--- config.mk ---
export PLATFORM = sky130hd
export DESIGN_NAME = sat_counter
export DESIGN_NICKNAME = d
export VERILOG_FILES = /design/src/rtl/sat_counter.sv
export SDC_FILE = /design/constraint.sdc
export NUM_CORES = 1
export LEC_CHECK = 0
export BUFFER_PORTS_ARGS = -buffer_cell sky130_fd_sc_hd__buf_2
export CELL_PAD_IN_SITES_DETAIL_PLACEMENT = 0
export CELL_PAD_IN_SITES_GLOBAL_PLACEMENT = 1
export CORE_AREA = 3 3 40 42
export CTS_BUF_LIST = sky130_fd_sc_hd__clkbuf_8 sky130_fd_sc_hd__clkbuf_16
export DETAILED_ROUTE_END_ITERATION = 12
export DIE_AREA = 0 0 43 45
export PLACE_DENSITY_LB_ADDON = 0.1
export SYNTH_ARGS = -nofsm -noshare
export SYNTH_HDL_FRONTEND = slang
export SYNTH_SLANG_ARGS = --single-unit
--- constraint.sdc ---
create_clock -name clk -period 1.5 [get_ports clk]
set_input_delay 0.075 -clock clk [delete_from_list [all_inputs] [get_ports clk]]
set_output_delay 0.075 -clock clk [all_outputs]
set_load 0.01 [all_outputs]
--- src/rtl/sat_counter.sv ---
// Saturating up-counter with synchronous active-high reset.
// Sticks at all ones instead of wrapping.
module sat_counter #(
  parameter int W = 8
) (
  input  logic         clk,
  input  logic         rst,
  input  logic         inc,
  output logic [W-1:0] cnt
);

  always_ff @(posedge clk) begin
    if (rst) begin
      cnt <= '0;
    end else if (inc && (cnt != {W{1'b1}})) begin
      cnt <= cnt + 1'b1;
    end
  end

endmodule

==> reports/metrics.cfg, run 1 <==
[global_route]
grt_use_total_pct=11.6
grt_antenna_before_repair=0
grt_start_max_net_pins=9
grt.overflow.total=0
grt_util_met1_pct=12.1
globalRoute.busiestLayer=met2
global_route.usage.met3_pct=4.38
wire_length_of_the_first_global_routing_pass_um=1560
met2_usage_pct=18.0
vias_in_the_first_global_route=359

[die]
core_ar_um2=1280
die_width_um=43
die_area_um2=1940
initial_utilization_pct=33.5
die_height_um=45
number_of_ports_placed_on_the_die_boundary=11
rows=13

[timing]
worst-slew-pin-transition_ns=0.275
setup_viol=0
maxClockFrequency_ghz=0.703
final-max-slew-violation-count=0
timing.final.crit_share_pct=94.9
hold_ws_ns=0.125
setup-tns-final_ns=0
period_needed_ns=1.42
timing.clock.skew_ns=0.00197
final_hold_viol_count=0
unrepaired_setup_endpoints_after_global_routing=false
timing.slew.headroom_pct=81.7

[worst_hold_path]
timing.hold.worst.class=input pin to register

[clock_network]
worstSkewPairLatency_ns=0.23
post_cts_resize_count=0
cts_buffers=3
cts.root.buffer_cell=clkbuf_8
cts_hold_repair.buffers=0
cts_sinks=8
max-clock-path-buffers=2
post-cts-setup-buffer-count=0
clk_pin_slew_ns=0.04
htreeDepth=1
tritoncts=yes

[setup_path]
crit_required_ns=1.61
start_kind=register
ff2ff_setup_slack_ns=0.08
crit_type=register to register
worst_setup_path_end_kind=register
critical_path_arrival_ns=1.53
timing.critical_path.fanout_max=6

[final_layout]
post_route_cells_drive_above_1_share_pct=33.3
top_regs=cnt: 8 flops
registers.top_by_ff_count=cnt
num-fill-cells=131
antenna-diode-count=0
number_of_nets_in_the_finished_design=66
layout_area_overhead_pct=26.5
largest_register_ff_count=8

[route]
wirelength_um=995
ant_nets=0
dr.first_iter.drc_count=6
drt-pass1-iter-count=4
number_of_remaining_drc_errors=0
post_drt_via_cell_ratio=5.59
post_drt_wl_per_cell_um=13.3
vias=419

[placement]
routabilityCongestion=0.732
placement.io_buffers=10
dpl.hpwl_um=755

[power]
clkPwrFrac_pct=49.1
switching_share_pct=20.4
ir_worst_vdd_uv=460
netSwitchingPower_uw=105
power.share.sequential_pct=43.9
combPwrFrac_pct=7.0
power.density_nw_per_um2=948
power_leakage_nw=0.235
power_report.internal_total_uw=410

[synth]
avgSynthCellArea_um2=9.36
yosysUniqueCellTypes=25
ys_warn_count=0
ys_seq_elements=8
synth.yosys.seq_area_share_pct=37.2
postSynthCellCount=46
syn_area_um2=430
syn-num-nets=50

[status]
outcome=completed

[run]
max-cap-violations=0

==> cell type report <==
type / count / area (um2) / area share, %
inverters: 1 / 3.75 / 0.690
clock buffers: 3 / 41.3 / 7.59
flip-flops and latches: 8 / 160 / 29.4
well taps: 15 / 18.8 / 3.45
repair buffers: 12 / 65.1 / 12.0
multi-input cells: 36 / 255 / 46.9
==> cells in the final DEF (no fill, tap or decap), drive strengths merged, types with 2 or more instances in the layout <==
cell type,instances
a211oi,2
nand4,2
nand2,5
a21oi,5
and4,2
buf,12
nor3,2
nand3,2
o21bai,2
dfxtp,8
a21boi,2
clkbuf,3
==> worst max-delay path, cell delays in order (launching register included) <==
cell	delay, ns
dfxtp_1	0.35
ha_1	0.27
and3_4	0.21
a21boi_4	0.17
mux2_4	0.31
==> metal layers <==
metal  vias up  routed length, um
li1        203                  -
met1       196                410
met2        15                459
met3         5                 90
met4         0                 34
met5         -                  0
==> power groups by stage <==
stage | Sequential, mW | Combinational, mW | Clock (mW)
after global placement | 0.229 | 0.0359 | 0
after global routing | 0.227 | 0.0395 | 0.280
after floorplan | 0.231 | 0.0187 | 0
final | 0.227 | 0.0360 | 0.253
after CTS | 0.227 | 0.0368 | 0.263
after detailed placement | 0.230 | 0.0368 | 0
==> metrics by stage <==
stage	total power, mW	area, um2	util (%)	setup slack [ns]	instances
finish	0.516	544	42.4	0.0768	75
global placement	0.265	503	39.1	0.120	72
floorplan	0.250	430	-	0.107	46
global route	0.547	544	42.4	0.0268	75
CTS	0.527	544	42.4	0.0626	75
detailed placement	0.267	503	39.1	0.0724	72
==> cell usage after synthesis, drive strengths merged <==
| library cell | instances | area (um2) |
|---|---|---|
| inv | 1 | 3.75 |
| and3 | 1 | 11.3 |
| a311oi | 1 | 8.76 |
| a21boi | 2 | 26.3 |
| and4 | 2 | 17.5 |
| or3 | 1 | 7.51 |
| dfxtp | 8 | 160 |
| mux2i | 1 | 10.0 |
| nand4 | 2 | 12.5 |
| ha | 1 | 12.5 |
| nor2 | 1 | 3.75 |
| and2b | 1 | 8.76 |
| buf | 1 | 11.3 |
| o311a | 1 | 10.0 |
| a31oi | 1 | 6.26 |
| o21ai | 1 | 5.00 |
| a211oi | 2 | 15.0 |
| nand2b | 1 | 6.26 |
| mux2 | 1 | 15.0 |
| nor3 | 2 | 10.0 |
| o21bai | 2 | 15.0 |
| nand2 | 5 | 18.8 |
| nand3 | 2 | 10.0 |
| a21oi | 5 | 25.0 |
==> path summary, 6_finish.rpt <==
path | startpoint | end | depth (start not counted)
setup / recovery | cnt[0] | cnt[0] | 4
hold / removal | rst | cnt[7] | 2
setup reg to reg | cnt[0] | cnt[0] | 4
hold reg to reg | cnt[1] | cnt[1] | 2
==> kinds of logic (layout without fill, tap and decap cells) <==
family / Yosys count / in the layout / synth area share, %
AO/OA/AOI/OAI: 15 / 15 / 25.9
adder cells (fa/ha/maj): 1 / 1 / 2.91
buffers and inverters: 2 / 16 / 3.49
flip-flops: 8 / 8 / 37.2
multiplexers: 2 / 2 / 5.81
AND/OR/NAND/NOR: 18 / 18 / 24.7
Note: power is estimated with default switching activity, not from simulation.
==> run 2: changes to the inputs <==
--- a/config.mk
+++ b/config.mk
@@ -7,11 +7,11 @@
 export LEC_CHECK = 0
 export BUFFER_PORTS_ARGS = -buffer_cell sky130_fd_sc_hd__buf_2
 export CELL_PAD_IN_SITES_DETAIL_PLACEMENT = 0
-export CELL_PAD_IN_SITES_GLOBAL_PLACEMENT = 1
-export CORE_AREA = 3 3 40 42
+export CELL_PAD_IN_SITES_GLOBAL_PLACEMENT = 2
+export CORE_MARGIN = 3
+export CORE_UTILIZATION = 28
 export CTS_BUF_LIST = sky130_fd_sc_hd__clkbuf_8 sky130_fd_sc_hd__clkbuf_16
 export DETAILED_ROUTE_END_ITERATION = 12
-export DIE_AREA = 0 0 43 45
 export PLACE_DENSITY_LB_ADDON = 0.1
 export SYNTH_ARGS = -nofsm -noshare
 export SYNTH_HDL_FRONTEND = slang
==> run 2 against run 1 <==
Against the previous run:
- non-clock buffer count up 1
- worst hold slack better by 0.0072 ns
- count of clock-buffer cells in the layout unchanged
- combinational power up 2%
- clock skew about the same
- register-to-register slack about the same
- utilization down 2.0 points
- highest routed layer is now met3
==> reports/metrics.cfg, run 2 (same netlist as run 1, synthesis figures left out) <==
[route]
post_drt_wl_per_cell_um=13.6  ; +2.6%
number_of_remaining_drc_errors=0  ; unchanged
dr.first_iter.drc_count=8  ; +2
drt-pass1-iter-count=4  ; unchanged
post_drt_via_cell_ratio=5.45  ; -2.5%
ant_nets=0  ; unchanged
vias=414  ; -1.2%
wirelength_um=1030  ; +3.9%

[final_layout]
number_of_nets_in_the_finished_design=67  ; +1.5%
most_common_cell_after_layout_fill_and_taps_aside=buf_2
registers.top_by_ff_count=cnt
largest_register_ff_count=8  ; unchanged
post_route_cells_drive_above_1_share_pct=34.4  ; +1.1 points
antenna-diode-count=0  ; unchanged
commonest_non_fill_non_tap_cells_in_the_layout=10 x buf_2, 8 x dfxtp_1, 5 x a21oi_1, 5 x nand2_1
top_regs=cnt: 8 flops
layout_area_overhead_pct=28.2

[clock_network]
cts_hold_repair.buffers=0  ; unchanged
post-cts-setup-buffer-count=0  ; unchanged
max-clock-path-buffers=2  ; unchanged
clk_pin_slew_ns=0.04  ; about the same
cts_sinks=8  ; unchanged
post_cts_resize_count=0  ; unchanged
worstSkewPairLatency_ns=0.23  ; about the same
tritoncts=yes
cts.root.buffer_cell=clkbuf_8
cts_buffers=3  ; unchanged
htreeDepth=1  ; unchanged

[setup_path]
crit_required_ns=1.61  ; about the same
r2r_start=cnt[0]
critical_path_arrival_ns=1.55  ; +0.02 ns
worst_setup_path_end_kind=register
ff2ff_setup_slack_ns=0.07  ; about the same
timing.critical_path.fanout_max=6  ; unchanged
crit_type=register to register
r2r.worst_path.cells=4  ; unchanged
crit_path_end=cnt[0]
crit-reg2reg-capture=cnt[0]
start_kind=register
cp-startpoint=cnt[0]

[placement]
placement.io_buffers=10  ; unchanged
dpl.hpwl_um=782  ; +3.6%
routabilityCongestion=0.749  ; +2.3%

[worst_hold_path]
timing.hold.worst.class=input pin to register

[timing]
setup_viol=0  ; unchanged
worst-slew-pin-transition_ns=0.244  ; -0.0306 ns
unrepaired_setup_endpoints_after_global_routing=false
final-max-slew-violation-count=0  ; unchanged
period_needed_ns=1.43  ; +0.0112 ns
timing.clock.skew_ns=0.00204  ; +0.0000637 ns
maxClockFrequency_ghz=0.697  ; -0.78%
hold_ws_ns=0.132  ; +0.00716 ns
timing.final.crit_share_pct=95.6  ; +0.75 points
final_hold_viol_count=0  ; unchanged
timing.slew.headroom_pct=83.7  ; +2.0 points
setup-tns-final_ns=0  ; unchanged

[global_route]
grt_antenna_before_repair=0  ; unchanged
wire_length_of_the_first_global_routing_pass_um=1680  ; +8.0%
grt.overflow.total=0  ; unchanged
vias_in_the_first_global_route=398  ; +11%
globalRoute.busiestLayer=met2
global_route.usage.met3_pct=7.17  ; +2.8 points
grt_use_total_pct=11.9  ; +0.33 points
grt_start_max_net_pins=9  ; unchanged
grt_util_met1_pct=13.7  ; +1.7 points
met2_usage_pct=17.5  ; -0.45 points

[power]
ir_worst_vdd_uv=561  ; +22%
power_leakage_nw=0.241  ; +2.3%
power.density_nw_per_um2=937  ; -1.2%

[die]
die_area_um2=2040  ; +5.6%
die_height_um=45.2  ; +0.46%
rows=13  ; unchanged
core_ar_um2=1370  ; +6.3%
number_of_ports_placed_on_the_die_boundary=11  ; unchanged
die_width_um=45.2  ; +5.1%
initial_utilization_pct=31.5  ; -2.0 points

[run]
max-cap-violations=0  ; unchanged

[status]
outcome=completed

## run 2: cell types whose count changed in the layout (fill, tap and decap cells not counted), sizes merged
| cell | delta |
|---|---|
| buf | +1 |
## run 2: critical path: stages (launching register included)
cell and delay, ns:
dfxtp_1 0.34, ha_1 0.27, and3_4 0.22, a21boi_4 0.18
mux2_4 0.31
## run 2: power by group
part           internal (mW)  switching (mW)  leakage, nW
Clock                  0.173          0.0807       0.0216
Sequential             0.219         0.00688       0.0648
Combinational         0.0176          0.0190        0.154
## run 2: per-stage QoR
step	power, mW	utilization [%]	cells	instance area [um2]	setup WS, ns
floorplan	0.250	-	46	430	0.107
global placement	0.264	37.4	73	510	0.115
detailed placement	0.266	37.4	73	510	0.0803
CTS	0.524	40.4	76	552	0.0709
global route	0.544	40.4	76	552	0.0326
finish	0.517	40.4	76	552	0.0655
## run 2: per-layer routing
metal / vias to the layer above / part of all wire, %
met5: - / 0
met4: 0 / 0
met3: 0 / 7.0
met2: 13 / 45
met1: 191 / 48
li1: 210 / -
## run 2: worst min-delay path by stage
stage	start	depth (start not counted)	end	slack, ns
finish	rst	2	cnt[5]	0.13
global route	rst	2	cnt[5]	0.14
CTS	rst	2	cnt[5]	0.13
detailed placement	rst	2	cnt[5]	0.37
global placement	rst	2	cnt[5]	0.35
floorplan	rst	1	cnt[7]	0.15
## run 2: layout make-up
cell class | count | area (um2)
clock buffer | 3 | 41.3
fill | 148 | 815
inverter | 1 | 3.75
multi-input combinational | 36 | 255
sequential | 8 | 160
tap | 15 | 18.8
timing repair buffer | 13 | 72.6
